[src/rtl/branch_cond_unit.sv]
// ---------------------------------------------------------------------------
// BranchCondUnit: resolves one conditional branch at a time against a latched
// copy of the ALU status flags, and returns the taken flag plus the next PC.
//
// Ports
//   clock        system clock, rising edge
//   reset        asynchronous, active-high reset
//   flag_we      load flag_in into the status register (any state)
//   flag_in      {overflow, negative, zero} from the ALU
//   alu_busy     a flag-producing ALU op is still in flight
//   br_req       branch request (accepted only while br_ready=1)
//   br_cond      condition code
//   br_offset    signed two's-complement PC offset
//   pc_in        PC of the branch instruction
//   br_ack       consumer accepts the current result
//   br_ready     block is idle and can take a request
//   br_valid     result on br_taken/br_target is valid
//   br_taken     branch resolved taken
//   br_target    resolved next PC
//   status_q     latched flags {V,N,Z}
//   taken_count  saturating count of taken branches
// ---------------------------------------------------------------------------
module branch_cond_unit #(
  parameter int width = 16
) (
  input  logic             clock,
  input  logic             reset,
  input  logic             flag_we,
  input  logic [2:0]       flag_in,
  input  logic             alu_busy,
  input  logic             br_req,
  input  logic [2:0]       br_cond,
  input  logic [width-1:0] br_offset,
  input  logic [width-1:0] pc_in,
  input  logic             br_ack,
  output logic             br_ready,
  output logic             br_valid,
  output logic             br_taken,
  output logic [width-1:0] br_target,
  output logic [2:0]       status_q,
  output logic [7:0]       taken_count
);

  typedef enum logic [1:0] {
    IDLE = 2'd0,
    WAIT = 2'd1,
    EVAL = 2'd2,
    RESP = 2'd3
  } state_t;

  state_t           r_state;
  state_t           w_nextState;
  logic [2:0]       r_status;
  logic [2:0]       r_cond;
  logic [width-1:0] r_offset;
  logic [width-1:0] r_pc;
  logic             r_taken;
  logic [width-1:0] r_target;
  logic [7:0]       r_count;

  logic             w_condMet;
  logic [width-1:0] w_seqPc;
  logic [width-1:0] w_branchPc;

  // Status flags are written whenever the ALU says so, independent of the
  // branch FSM, so a branch always sees the most recent completed result.
  always_ff @(posedge clock or posedge reset) begin
    if (reset) begin
      r_status <= 3'b000;
    end else if (flag_we) begin
      r_status <= flag_in;
    end
  end

  always_ff @(posedge clock or posedge reset) begin
    if (reset) begin
      r_state <= IDLE;
    end else begin
      r_state <= w_nextState;
    end
  end

  // Request fields are captured once in IDLE so the requester may change
  // its inputs freely while the branch is waiting or being evaluated.
  always_ff @(posedge clock or posedge reset) begin
    if (reset) begin
      r_cond   <= 3'b000;
      r_offset <= '0;
      r_pc     <= '0;
    end else if (r_state == IDLE && br_req) begin
      r_cond   <= br_cond;
      r_offset <= br_offset;
      r_pc     <= pc_in;
    end
  end

  // Condition decode against the status register as it stands during EVAL;
  // a flag write on the EVAL->RESP edge lands too late to be seen here.
  always_comb begin
    w_condMet = 1'b0;
    case (r_cond)
      3'b000:  w_condMet = 1'b1;
      3'b001:  w_condMet = r_status[0];
      3'b010:  w_condMet = ~r_status[0];
      3'b011:  w_condMet = r_status[1] ^ r_status[2];
      3'b100:  w_condMet = ~(r_status[1] ^ r_status[2]);
      3'b101:  w_condMet = r_status[1];
      3'b110:  w_condMet = r_status[2];
      default: w_condMet = 1'b0;
    endcase
  end

  // Offset already has the full PC width, so sign extension is implicit and
  // the plain sum wraps modulo 2^width.
  assign w_seqPc    = r_pc + width'(1);
  assign w_branchPc = w_seqPc + r_offset;

  // Result and statistics are registered on the EVAL->RESP edge and then
  // held untouched through RESP until the consumer acknowledges.
  always_ff @(posedge clock or posedge reset) begin
    if (reset) begin
      r_taken  <= 1'b0;
      r_target <= '0;
      r_count  <= 8'd0;
    end else if (r_state == EVAL) begin
      r_taken  <= w_condMet;
      r_target <= w_condMet ? w_branchPc : w_seqPc;
      if (w_condMet && r_count != 8'hFF) begin
        r_count <= r_count + 8'd1;
      end
    end
  end

  always_comb begin
    w_nextState = r_state;
    case (r_state)
      IDLE: begin
        if (br_req) begin
          w_nextState = alu_busy ? WAIT : EVAL;
        end
      end
      WAIT: begin
        if (!alu_busy) begin
          w_nextState = EVAL;
        end
      end
      EVAL: begin
        w_nextState = RESP;
      end
      RESP: begin
        if (br_ack) begin
          w_nextState = IDLE;
        end
      end
      default: begin
        w_nextState = IDLE;
      end
    endcase
  end

  assign br_ready    = (r_state == IDLE);
  assign br_valid    = (r_state == RESP);
  assign br_taken    = r_taken;
  assign br_target   = r_target;
  assign status_q    = r_status;
  assign taken_count = r_count;

endmodule

[config.mk]
export PLATFORM = sky130hd
export DESIGN_NAME = branch_cond_unit
export DESIGN_NICKNAME = d
export VERILOG_FILES = /design/src/rtl/branch_cond_unit.sv
export SDC_FILE = /design/constraint.sdc
export NUM_CORES = 1
export LEC_CHECK = 0
export CORE_ASPECT_RATIO = 1.2
export CORE_MARGIN = 8
export CORE_UTILIZATION = 45
export DETAILED_ROUTE_END_ITERATION = 8
export HOLD_SLACK_MARGIN = 0.12
export PLACE_DENSITY = 0.79
export SLEW_MARGIN = 20
export SYNTH_ARGS = -nofsm -noshare
export SYNTH_HDL_FRONTEND = slang
export SYNTH_SLANG_ARGS = --single-unit
[constraint.sdc]
create_clock -name clock -period 5.01 [get_ports clock]
set_input_delay 1.002 -clock clock [delete_from_list [all_inputs] [get_ports clock]]
set_output_delay 1.002 -clock clock [all_outputs]
set_load 0.02 [all_outputs]
==> results.cfg <==
[logic_synthesis]
synthSimpleGateAreaFrac = 0.1267
synth-compound-area-share = 0.1136
synth_area_per_cell_sq_um = 10.56
synth_edf_count = 0
synth-seq-area-share = 0.4255
synth-xor-area-share = 0.07332
synthArstFlopShare = 1.000
ys_seq_elements = 65
syn_inst = 362
ys_types = 45
syn_nets = 432
synth_ff_type = dfrtp_1
synth_top_family_by_area = multiplexers
synthMuxAreaShare = 0.1434
yosysWarningCount = 0
syn_area_sq_um = 3822
synthAdderAreaFrac = 0.08707

[timing]
tightest_slew_ns = 0.6277
skew_ns = 0.01068
tns_ns = 0
finalCritPeriodShare = 0.5984
slew_headroom = 0.5816
fmaxAchievable_ghz = 0.3336
finalCriticalPeriod_ns = 2.998
setup_viol = 0
maxSlewViolCount = 0
rsz0062_at_grt = false
finalHoldViolations = 0

[clock_network]
cts_tree = built
ctsLongestPathBuffers = 2
cts_root_buf = clkbuf_8
postCtsSetupBuffers = 0
cts_made_buffers = 9
path_clk_slew_ns = 0.07
cts_htree_levels = 3
cts.sinks = 65
ctsResizeCount = 0
worst_skew_pair.late_latency_ns = 0.34
hold_buffers = 0

[detailed_routing]
top_layer_used = met4
routed_wl_um = 8561
drt_iter0_drc = 172
via_count = 2940
antenna_left = 0
dr.pass1.iters = 4
via_per_inst = 5.288
dr_wl_met2_um = 4278
wl_per_cell_um = 15.40
met3_length_um = 376
met1Wirelength_um = 3781
drc = 0

[die]
die_area_sq_um = 11710
die-width_um = 100.1
ios = 74
coreArea_sq_um = 8426
std_cell_rows = 37
die_h_um = 117.0
initial_utilization = 0.4537

[placement]
dpl.hpwl_um = 6660
port_buffers = 73
place_congestion = 0.9616

[pwr]
ir_drop_v = 0.0002762
p_per_area_nw_per_um2 = 777.4
p_leak_nw = 2.065

[cells_and_area]
layout-drive-gt1-share = 0.1321
syn_to_final_growth_pct = 26.55
fin_util = 0.5741
antenna_cells = 0
fin_nets = 504

[run]
drv_cap = 0

[setup_path]
cp-start-kind = register
rr_startpoint = r_pc[3]$_DFFE_PP0P_
timing.rr.end = br_target[15]$_DFFE_PP0P_
r2r_slack_ns = 2.01
crit_path_start = r_pc[3]$_DFFE_PP0P_
endpoint = br_target[15]$_DFFE_PP0P_
crit_arrival_ns = 3.28
ff2ff_path_depth = 11
worstPathMaxFanout = 6
crit_required_ns = 5.29
end_kind = register
timing_worst_setup_path_type = register to register

[global_route]
antenna_found_initial = 0
grt_usage = 0.1559
grt-ovfl-total = 0
grt_pass1_vias = 2929
grt_pass1_wl_um = 14320
grt_max_degree = 44

[worst_hold_path]
hold_class = register to register

[outcome]
status = finished clean
worst max-delay path, stage by stage, from the launching register on:
cell and delay (ns):
dfrtp_1 0.43, and4_1 0.32, nand4_1 0.24, nor2_1 0.18, xor2_1 0.26, ha_1 0.28, nand4_1 0.13, a21oi_1 0.13
a21oi_1 0.13, a22o_1 0.28, or4b_1 0.47, nand3_1 0.10
power by group:
| part | total, mW | leakage, nW | switching, mW | internal, mW |
|---|---|---|---|---|
| Sequential | 1.02 | 0.773 | 0.240 | 0.785 |
| Combinational | 2.31 | 1.20 | 1.23 | 1.08 |
| Clock | 0.424 | 0.0933 | 0.195 | 0.229 |
Yosys cell counts (all sizes together), types with 10 or more instances:
cell type,instances,share of area
mux2i,12,0.031
xnor2,21,0.048
xor2,11,0.025
nor2,21,0.021
mux2,38,0.11
dfrtp,65,0.43
a21oi,28,0.037
nand3,13,0.017
nand2,22,0.022
nand4,10,0.016
inv,13,0.013
ha,25,0.082
o21ai,11,0.014
stage by stage:
stage | setup WS [ns] | hold WS (ns) | area [sq um] | cells | total power [mW]
4_1_cts | 2.035 | 0.5037 | 4835 | 556 | 3.770
5_1_grt | 1.763 | 0.5229 | 4837 | 556 | 4.076
2_1_floorplan | 2.344 | 0.4862 | 3822 | 362 | 2.718
6_report | 2.012 | 0.5009 | 4837 | 556 | 3.760
3_5_place_dp | 2.049 | 0.4867 | 4647 | 540 | 3.330
3_3_place_gp | 2.167 | 0.4712 | 4647 | 540 | 3.257
per-layer routing:
layer	up-vias	track usage
met5	-	0
met4	0	0.07576
met3	13	0.02781
met2	77	0.2609
met1	1393	0.1904
li1	1457	-
layout by cell type (no fill, tap or decap), types with 4 or more instances in the layout:
cell type / instances
nand4_1: 10
ha_1: 24
dfrtp_1: 65
nor2_1: 21
a21oi_1: 28
xnor2_1: 21
nand2_1: 22
nor3_1: 5
xor2_1: 11
and3_1: 7
clkbuf_8: 9
inv_1: 12
mux2_2: 37
clkdlybuf4s50_1: 73
mux2i_1: 12
nand3_1: 13
o21ai_0: 11
and4_1: 4
sequential cells by signal, summed over array words and instances (netlist names):
signal       cells
br_target       16
r_offset        16
r_pc            16
taken_count      8
r_cond           3
status_q         3
r_state          2
br_taken         1
cell families (layout without fill, tap and decap cells):
| group | count (synthesis) | in the layout |
|---|---|---|
| simple gates | 94 | 94 |
| compound gates | 68 | 68 |
| flops | 65 | 65 |
| mux | 50 | 50 |
| xor+xnor | 32 | 32 |
| buf+inv | 27 | 104 |
| fa+ha+maj | 26 | 26 |
worst min-delay path by stage:
stage                                          start                    endpoint  slack (ns)  cells past startpoint
after global placement      br_target[5]$_DFFE_PP0P_    br_target[5]$_DFFE_PP0P_        0.47                      2
final                     taken_count[7]$_DFFE_PP0P_  taken_count[7]$_DFFE_PP0P_        0.50                      1
after detailed placement  taken_count[6]$_DFFE_PP0P_  taken_count[6]$_DFFE_PP0P_        0.49                      1
after global routing        br_target[5]$_DFFE_PP0P_    br_target[5]$_DFFE_PP0P_        0.52                      2
after floorplan              r_offset[0]$_DFFE_PP0P_     r_offset[0]$_DFFE_PP0P_        0.49                      1
after CTS                 taken_count[6]$_DFFE_PP0P_  taken_count[6]$_DFFE_PP0P_        0.50                      1
cell type report:
class | count | area, sq um
tap | 117 | 146.4
clock buffer | 11 | 131.4
sequential | 65 | 1627
clock inverter | 5 | 56.30
inverter | 13 | 48.80
timing repair buffer | 75 | 745.7
fill | 731 | 3588
multi-input combinational | 270 | 2082
Power figures use the tool's default switching activity.
